### config.mk
export PLATFORM = sky130hd
export DESIGN_NAME = fifo_wr_arbiter
export DESIGN_NICKNAME = d
export VERILOG_FILES = /design/src/rtl/fifo_arb_pkg.sv /design/src/rtl/fifo_wr_arbiter_rr_pick.sv /design/src/rtl/fifo_wr_arbiter.sv
export SDC_FILE = /design/constraint.sdc
export NUM_CORES = 1
export LEC_CHECK = 0
export BUFFER_PORTS_ARGS = -buffer_cell sky130_fd_sc_hd__buf_2
export CAP_MARGIN = 20
export CORE_MARGIN = 4
export CORE_UTILIZATION = 40
export DETAILED_ROUTE_END_ITERATION = 16
export GPL_TIMING_DRIVEN = 0
export PLACE_DENSITY_LB_ADDON = 0.3
export SLEW_MARGIN = 5
export SYNTH_ARGS = -nofsm -noshare
export SYNTH_HDL_FRONTEND = slang
export SYNTH_SLANG_ARGS = --single-unit
### constraint.sdc
create_clock -name clk -period 2.95 [get_ports clk]
set_clock_uncertainty 0.2 [all_clocks]
set_input_delay 0.295 -clock clk [delete_from_list [all_inputs] [get_ports clk]]
set_output_delay 0.295 -clock clk [all_outputs]
set_load 0.1 [all_outputs]
### src/rtl/fifo_arb_pkg.sv
// Shared constants for the FIFO write arbiter: FSM encoding and default sizing
// used by both the arbiter and the FIFO top level.
package fifo_arb_pkg;

  typedef enum logic {
    ST_IDLE = 1'b0,
    ST_OWN  = 1'b1
  } arb_state_e;

  localparam int unsigned DEF_NREQ  = 4;
  localparam int unsigned DEF_BURST = 4;
  localparam int unsigned DEF_WIDTH = 16;

endpackage : fifo_arb_pkg

### src/rtl/fifo_wr_arbiter_rr_pick.sv
// Rotating priority encoder: first set request bit at or above base, wrapping
// modulo NREQ with explicit compare-and-subtract so non-power-of-two NREQ works.
module rr_pick #(
  parameter int unsigned NREQ = 4,
  parameter int unsigned ID_W = $clog2(NREQ)
) (
  input  logic [NREQ-1:0] req,
  input  logic [ID_W-1:0] base,
  output logic [ID_W-1:0] idx,
  output logic            any
);

  localparam int unsigned SUM_W = ID_W + 1;

  logic [SUM_W-1:0] sum;
  logic [ID_W-1:0]  cand;

  always_comb begin
    idx  = '0;
    any  = 1'b0;
    sum  = '0;
    cand = '0;
    for (int unsigned i = 0; i < NREQ; i++) begin
      sum = {1'b0, base} + SUM_W'(i);
      if (sum >= SUM_W'(NREQ)) begin
        sum = sum - SUM_W'(NREQ);
      end
      cand = sum[ID_W-1:0];
      if (!any && req[cand]) begin
        any = 1'b1;
        idx = cand;
      end
    end
  end

endmodule : rr_pick

### src/rtl/fifo_wr_arbiter.sv
// Round-robin arbiter sharing one FIFO write port among NREQ producers, granting
// bursts of up to BURST words and stalling in place while the FIFO is full.
module fifo_wr_arbiter
  import fifo_arb_pkg::*;
#(
  parameter int unsigned NREQ  = DEF_NREQ,
  parameter int unsigned width = DEF_WIDTH,
  parameter int unsigned BURST = DEF_BURST,
  parameter int unsigned ID_W  = $clog2(NREQ)
) (
  input  logic                    clk,
  input  logic                    rst,
  input  logic [NREQ-1:0]         req,
  input  logic [NREQ*width-1:0]   req_data,
  output logic [NREQ-1:0]         gnt,
  input  logic                    fifo_full,
  output logic                    fifo_we,
  output logic [width-1:0]        fifo_data,
  output logic                    busy,
  output logic [ID_W-1:0]         owner_id
);

  localparam int unsigned BEAT_W = $clog2(BURST + 1);

  arb_state_e        state_q, state_d;
  logic [ID_W-1:0]   owner_q, owner_d;
  logic [ID_W-1:0]   rr_ptr_q, rr_ptr_d;
  logic [BEAT_W-1:0] beat_q, beat_d;

  logic [ID_W-1:0]   pick_idx;
  logic              pick_any;
  logic [ID_W-1:0]   owner_next;
  logic              wr;
  logic [width-1:0]  slice [NREQ];

  for (genvar g = 0; g < NREQ; g++) begin : g_slice
    assign slice[g] = req_data[g*width +: width];
  end

  rr_pick #(
    .NREQ (NREQ),
    .ID_W (ID_W)
  ) u_rr_pick (
    .req  (req),
    .base (rr_ptr_q),
    .idx  (pick_idx),
    .any  (pick_any)
  );

  // Pointer advance past the owner, wrapped explicitly for any NREQ.
  assign owner_next = (owner_q == ID_W'(NREQ - 1)) ? '0 : owner_q + ID_W'(1);

  always_ff @(posedge clk or negedge rst) begin
    if (!rst) begin
      state_q  <= ST_IDLE;
      owner_q  <= '0;
      rr_ptr_q <= '0;
      beat_q   <= '0;
    end else begin
      state_q  <= state_d;
      owner_q  <= owner_d;
      rr_ptr_q <= rr_ptr_d;
      beat_q   <= beat_d;
    end
  end

  always_comb begin
    state_d   = state_q;
    owner_d   = owner_q;
    rr_ptr_d  = rr_ptr_q;
    beat_d    = beat_q;
    wr        = 1'b0;
    fifo_we   = 1'b0;
    gnt       = '0;
    fifo_data = '0;
    unique case (state_q)
      ST_IDLE: begin
        if (pick_any) begin
          owner_d = pick_idx;
          beat_d  = '0;
          state_d = ST_OWN;
        end
      end
      ST_OWN: begin
        fifo_data = slice[owner_q];
        if (req[owner_q]) begin
          // Full with a pending word is a stall: all state holds.
          wr = !fifo_full;
          if (wr) begin
            fifo_we      = 1'b1;
            gnt[owner_q] = 1'b1;
            beat_d       = beat_q + BEAT_W'(1);
            if (beat_q == BEAT_W'(BURST - 1)) begin
              state_d  = ST_IDLE;
              rr_ptr_d = owner_next;
            end
          end
        end else begin
          state_d  = ST_IDLE;
          rr_ptr_d = owner_next;
        end
      end
      default: state_d = ST_IDLE;
    endcase
  end

  assign busy     = (state_q == ST_OWN);
  assign owner_id = owner_q;

endmodule : fifo_wr_arbiter
==> results.toml, run 1 <==
[synthesis]
synth_adder_area_share_pct = 6.70
synth_fp_nets = 182
synthSimpleGateAreaFrac_pct = 22.0
synth_top_family_by_area = "multiplexers"
synth_edf_count = 0
synth_common_cells = "and2_1, mux4_2, dfrtp_1, ha_1, inv_1"
synth_area_per_cell_sq_um = 10.7
synth_xor_area_share_pct = 0
synth-seq-cells = 8
seq_area_frac_synth_pct = 17.9
synth_compound_area_share_pct = 10.7
synth_cell_type_count = 31
yosys_warnings = 0
ys_async_sr_fraction_pct = 100
synth.top_cell.area_share_pct = 34.2
synthMuxAreaShare_pct = 36.0
yosys.area.top_type = "mux4_2"
synth_cells = 105
synth.area.top_cells = "mux4_2, dfrtp_1, and2_1"
synth_area_sq_um = 1120
ys.flop_type = "dfrtp_1"

[floorplanning]
coreArea_sq_um = 2570
initial_core_util_pct = 43.7
die_w_microns = 60.9
die-area_sq_um = 3710
num_rows = 18
die_h_microns = 60.9
ios = 95

[timing]
timing.final.crit_share_pct = 88.8
final.setup.tns_ns = 0
drv_slew = 0
tightest_slew_ns = 1.01
finalSetupViolCount = 0
rsz0062_at_grt = "no"
fmax_mhz = 382
max_slew_margin_pct = 31.8
post-route-min-period_ns = 2.62
finalHoldViolations = 0

[setup_path]
cp-end-kind = "output pin"
crit_path_end = "fifo_data[9]"
worst-setup-path-type = "flip-flop to output pin"
path_cells = "buf_4 > buf_6 > mux4_2 > and2_2 > buf_2"
worst_setup_path_start_kind = "flip-flop"
reg2reg_to = "rr_ptr_q[1]"
crit_required_ns = 2.46
cp-startpoint = "owner_id[0]"
r2r-start = "owner_id[1]"
crit_path_max_fanout = 10
crit_family = "buffers and inverters"
critPathMaxStageDelay_ns = 0.51
cp_slowest_cell = "mux4_2"
crit_buf_inv = 3
worstPathArrival_ns = 2.13
crit_cells = 5
rrSetupSlack_ns = 0.96
worstRegToRegCells = 5

[clock_network]
post_cts_buffers = 0
htreeDepth = 1
cts_tree = "yes"
clock_latency_ns = 0.26
ctsHoldBuffers = 1
cts_inserted_buffers = 3
cts_resized = 0
cts.sinks = 8
cts_root_buf = "clkbuf_4"
clock_path_buffers = 2
clk_pin_slew_ns = 0.06

[routing]
drc_errors = 0
first_pass_iters = 4
ant_nets = 0
drt_iter0_markers = 32
wire_per_inst_microns = 15.7
drt_wl_total_microns = 3680
vias = 1284
vias_per_cell = 5.49

[global_routing]
grt_pass1_vias = 1295
grt_pass1_wl_microns = 5460
grt_max_degree = 11
track_usage_pct = 19.7
gr-total-overflow = 0
antenna_found_initial = 0

[cells_and_area]
finish.utilization_pct = 65.4
drive_above_1_share_pct = 65.2
antennaDiodeCount = 0
final_nets = 282
areaGrowthSynthToFinish_pct = 49.7

[hold_path]
hold_class = "input pin to flip-flop"

[flow_run]
max_cap_violations = 0

[outcome]
status = "finished, final reports clean"

[placed_design]
place_hpwl_microns = 3150
routabilityCongestion = 0.859
io_buffers = 94
per-stage QoR:
step / instance area (sq um) / hold WS [ns] / instances / worst slack [ns]
floorplan: 1130 / -0.201 / 105 / 0.127
global placement: 1640 / -0.0551 / 229 / 0.633
detailed placement: 1640 / -0.0509 / 229 / 0.591
CTS: 1680 / 0.109 / 234 / 0.294
global route: 1680 / 0.133 / 234 / 0.235
finish: 1680 / 0.112 / 234 / 0.330
worst min-delay path by stage:
| stage | slack [ns] | depth (start not counted) | startpoint | end |
|---|---|---|---|---|
| after floorplan | -0.20 | 0 | rst | beat_q[0] |
| after global placement | -0.06 | 1 | rst | beat_q[1] |
| after detailed placement | -0.05 | 1 | rst | owner_id[1] |
| after CTS | 0.11 | 2 | fifo_full | beat_q[2] |
| after global routing | 0.13 | 2 | fifo_full | beat_q[2] |
| final | 0.11 | 2 | fifo_full | beat_q[2] |
cells in the final DEF, fill, tap and decap left out:
cell	Yosys	routed
or2_2	1	1
nand3_1	2	2
and2_1	17	10
mux4_2	17	17
a21boi_0	1	1
a21oi_1	3	3
nor2_2	0	1
buf_4	1	1
o2bb2ai_1	1	1
nand2_1	2	2
dlygate4sd3_1	0	1
clkbuf_4	0	3
nor2_1	4	3
nand2b_1	3	3
and2_2	0	7
dfrtp_1	8	7
and3b_1	1	1
o211ai_1	2	2
dfrtp_2	0	1
and3_1	5	5
o32ai_1	1	1
inv_1	6	6
o41ai_1	2	2
mux2_2	1	1
mux2i_1	1	1
nor4_1	1	1
and3_4	1	1
o21a_1	2	2
ha_1	6	6
buf_6	2	2
buf_2	3	97
o21ai_0	4	4
clkbuf_1	2	3
nor2b_1	3	3
o31ai_2	1	1
nand4_1	1	1
logic make-up after synthesis:
kind of cell / after synthesis
adder cells (fa/ha/maj): 6
buffers and inverters: 14
AO/OA/AOI/OAI: 17
multiplexers: 19
flip-flops: 8
AND/OR/NAND/NOR: 41
layer usage:
metal  wire length [microns]  part of all wire [%]  global-route usage [%]
met5                       0                     0                       0
met4                      84                   2.3                    8.05
met3                     398                    11                    3.83
met2                    1900                    52                    38.3
met1                    1300                    35                    20.4
sequential cells by signal, summed over array words and instances, names as in the netlist:
| signal | flops |
|---|---|
| beat_q | 3 |
| busy | 1 |
| owner_id | 2 |
| rr_ptr_q | 2 |
cell type report:
cell class	count	area (sq um)
Inverter	6	22.5
Sequential cell	8	201
Timing Repair Buffer	95	480
Clock buffer	4	26.3
Buffer	8	52.6
Multi-Input combinational cell	83	857
Tap cell	30	37.5
Fill cell	212	890
worst reg2reg max path, stage by stage, from the launching register on:
cell     delay, ns
dfrtp_1       0.45
buf_2         0.28
buf_2         0.29
inv_1         0.10
ha_1          0.29
mux2_2        0.27
Power of run 1 is left out: the tool's default activity adds up to more than one toggle a clock period on the data nets, which glitch-free logic cannot reach.
==> run 2, diff against run 1 <==
Settings changed: RECOVER_POWER set to 100.
==> run 2 against run 1 <==
Sequential cell count is the same. Global-route usage is the same. Cell count is the same. Clock-buffer cell count is the same. Core utilization shrank 0.78 points. Cell area shrank 1.2%. Sequential share of layout area grew 0.070 points. Via count grew 0.31%. Fmax shrank 2.5%. Register-to-register slack is essentially flat. Non-clock buffer count is the same. Critical path depth is the same. Largest cell class unchanged.
==> results.toml, run 2 (synthesis gave the netlist of run 1 again) <==
[outcome]
status = "finished, final reports clean"

[placed_design]
routabilityCongestion = 0.859
place_hpwl_microns = 3150
io_buffers = 94

[cells_and_area]
fillers = 221
multi_input_area_sq_um = 852
final_cell_mix = "buf_2, mux4_2, clkbuf_2"
final_common_cell = "buf_2"
finish.utilization_pct = 64.6
areaGrowthSynthToFinish_pct = 47.9
drive_above_1_share_pct = 61.3
final_nets = 282
antennaDiodeCount = 0
largest-register = "beat_q"
regArea_sq_um = 200
largest_reg_flops = 3

[floorplanning]
coreArea_sq_um = 2570
num_rows = 18
die_w_microns = 60.9
initial_core_util_pct = 43.7
die_h_microns = 60.9
ios = 95
die-area_sq_um = 3710

[clock_network]
cts_root_buf = "clkbuf_4"
cts.sinks = 8
cts_inserted_buffers = 3
htreeDepth = 1
clk_pin_slew_ns = 0.06
clock_path_buffers = 2
clock_latency_ns = 0.26
cts_tree = "yes"

[timing]
finalSetupViolCount = 0
fmax_mhz = 372
rsz0062_at_grt = "no"
tightest_slew_ns = 1.17
timing.final.crit_share_pct = 91.1
finalHoldViolations = 0
drv_slew = 0
post-route-min-period_ns = 2.69
max_slew_margin_pct = 22.6
final.setup.tns_ns = 0

[flow_run]
max_cap_violations = 0

[global_routing]
track_usage_pct = 19.7
gr-total-overflow = 0
antenna_found_initial = 0
grt_pass1_wl_microns = 5460
grt_pass1_vias = 1295
grt_max_degree = 11

[setup_path]
worstPathArrival_ns = 2.19
worst_setup_path_start_kind = "flip-flop"
cp-end-kind = "output pin"
crit_required_ns = 2.46
worst-setup-path-type = "flip-flop to output pin"
crit_path_max_fanout = 10

[routing]
ant_nets = 0
vias_per_cell = 5.50
first_pass_iters = 4
drt_iter0_markers = 21
drt_wl_total_microns = 3680
vias = 1288
wire_per_inst_microns = 15.7
drc_errors = 0

[hold_path]
hold_class = "input pin to flip-flop"
[run 2: layout make-up]
type / instances / share of cell area (%)
Buffer: 8 / 2.72
Clock buffer: 4 / 1.58
Inverter: 6 / 1.36
Multi-Input combinational cell: 83 / 51.4
Sequential cell: 8 / 12.1
Tap cell: 30 / 2.26
Timing Repair Buffer: 95 / 28.6
[run 2: critical path, stage by stage, from the launching register on]
cell and delay, ns:
dfrtp_1 0.47, buf_4 0.27, buf_6 0.20, mux4_2 0.51
and2_2 0.20, buf_2 0.28
[run 2: worst paths after layout]
check                            start      endpoint  slack [ns]  cells past startpoint
setup / recovery           owner_id[0]  fifo_data[9]        0.26                      5
setup reg to reg           owner_id[1]   rr_ptr_q[1]        0.96                      5
min in group asynchronous          rst     beat_q[1]        0.28                      2
hold reg to reg              beat_q[2]     beat_q[2]        0.32                      2
max in group asynchronous          rst     beat_q[2]        1.97                      2
hold / removal               fifo_full     beat_q[2]        0.12                      2
[run 2: metal layers]
layer	up-vias	GRT usage (%)	wire length, microns
met1	600	20.4	1300
met2	81	38.3	1900
met5	-	0	0
met3	11	3.83	389
li1	596	-	-
met4	0	8.05	88
[run 2: through the flow]
step,hold WS [ns],setup slack [ns],instance area (sq um),std cells
2_1_floorplan,-0.201,0.127,1130,105
3_3_place_gp,-0.0551,0.633,1640,229
3_5_place_dp,-0.0509,0.591,1640,229
4_1_cts,0.109,0.294,1680,234
5_1_grt,0.133,0.155,1660,234
6_report,0.115,0.264,1660,234
[run 2: repair_timing]
item,CTS,global route
gates resized for setup,0,0
hold buffers,1,0
hold endpoints to repair,8,0
setup buffers,0,0
Power of run 2 is left out for the same reason.
==> run 3, diff against run 2 <==
Settings changed: CORE_UTILIZATION 40 to 42, CTS_CLUSTER_DIAMETER set to 150.
==> run 3 against run 2 <==
Non-clock buffer count did not move. Sequential share of layout area did not move. Die area down 4.1%. Register-to-register slack barely moved. Fmax up 0.21%. Core utilization rose by 1.2 points. Cell count stayed put. First-iteration DRC count is 140% higher. Global-route usage increased by 1.7 points.
==> results.toml, run 3 (synthesis gave the netlist of run 1 again) <==
[placed_design]
place_hpwl_microns = 3190
routabilityCongestion = 0.854
io_buffers = 94

[setup_path]
cp-end-kind = "output pin"
worst-setup-path-type = "flip-flop to output pin"
worst_setup_path_start_kind = "flip-flop"
cp-startpoint = "owner_id[0]"
r2r-start = "owner_id[0]"
worstPathArrival_ns = 2.19
crit_path_max_fanout = 10
crit_required_ns = 2.46

[floorplanning]
ios = 95
die_h_microns = 59.7
coreArea_sq_um = 2520
num_rows = 18
die_w_microns = 59.7
initial_core_util_pct = 44.4
die-area_sq_um = 3560

[global_routing]
gr-total-overflow = 0
grt_max_degree = 11
grt_pass1_wl_microns = 5860
track_usage_pct = 21.4
antenna_found_initial = 0
grt_pass1_vias = 1351

[cells_and_area]
final_common_cell = "buf_2"
areaGrowthSynthToFinish_pct = 47.9
fillers = 227
drive_above_1_share_pct = 61.3
antennaDiodeCount = 0
final_cell_mix = "buf_2, mux4_2, clkbuf_2"
largest-register = "beat_q"
final_nets = 282
largest_reg_flops = 3

[timing]
max_slew_margin_pct = 21.8
finalSetupViolCount = 0
fmax_mhz = 373
rsz0062_at_grt = "no"
timing.final.crit_share_pct = 90.9
finalHoldViolations = 0
fin_hold_ws_ns = 0.112
post-route-min-period_ns = 2.68
final.setup.tns_ns = 0
tightest_slew_ns = 1.18
drv_slew = 0

[routing]
first_pass_iters = 6
drc_errors = 0
drt_iter0_markers = 51
ant_nets = 0
vias = 1249
wire_per_inst_microns = 15.9
vias_per_cell = 5.34
drt_wl_total_microns = 3720

[outcome]
status = "finished, final reports clean"

[clock_network]
htreeDepth = 1
clk_pin_slew_ns = 0.06
cts_tree = "yes"
clock_path_buffers = 2
cts.sinks = 8
cts_inserted_buffers = 3
cts_root_buf = "clkbuf_4"
clock_latency_ns = 0.26
post_cts_buffers = 0

[hold_path]
hold_start = "fifo_full"
hold_class = "input pin to flip-flop"

[flow_run]
max_cap_violations = 0
-- run 3: cell counts in the layout (fill, tap and decap cells not counted) --
No cell type changed its count.
-- run 3: final cells by class --
| cell class | instances | area, sq um | share of cell area, % |
|---|---|---|---|
| Buffer | 8 | 45.0 | 2.72 |
| Tap cell | 30 | 37.5 | 2.26 |
| Sequential cell | 8 | 200 | 12.1 |
| Clock buffer | 4 | 26.3 | 1.58 |
| Inverter | 6 | 22.5 | 1.36 |
| Multi-Input combinational cell | 83 | 852 | 51.4 |
| Timing Repair Buffer | 95 | 474 | 28.6 |
-- run 3: what timing repair did --
action                                 CTS  global route
hold buffers                             1             0
endpoints found under the hold margin    8             0
gates resized for setup                  0             0
-- run 3: final timing paths --
check	endpoint	slack (ns)	cells past startpoint
worst max-delay path	fifo_data[5]	0.27	5
worst min-delay path	beat_q[2]	0.11	2
worst max register to register	beat_q[0]	0.97	4
worst min register to register	beat_q[2]	0.34	2
max in group asynchronous	beat_q[1]	1.94	2
min in group asynchronous	busy	0.28	2
-- run 3: layer usage --
metal  vias up  routed length (microns)  global-route usage, %
li1        597                        -                      -
met1       591                     1290                   21.1
met2        61                     2030                   44.0
met3         0                      407                   6.70
met4         0                        0                   1.90
met5         -                        0                      0
-- run 3: through the flow --
step	instance area, sq um	utilization (%)	instances	setup WS, ns
detailed placement	1640	65.1	229	0.601
CTS	1680	66.5	234	0.308
global placement	1640	65.1	229	0.628
finish	1660	65.7	234	0.269
floorplan	1130	-	105	0.127
global route	1660	65.7	234	0.168
-- run 3: critical path: stages, from the launching register on --
cell and delay [ns]:
dfrtp_1 0.46, buf_4 0.27, buf_6 0.19, mux4_2 0.51, and2_2 0.20, buf_2 0.28
Power of run 3 is left out for the same reason.
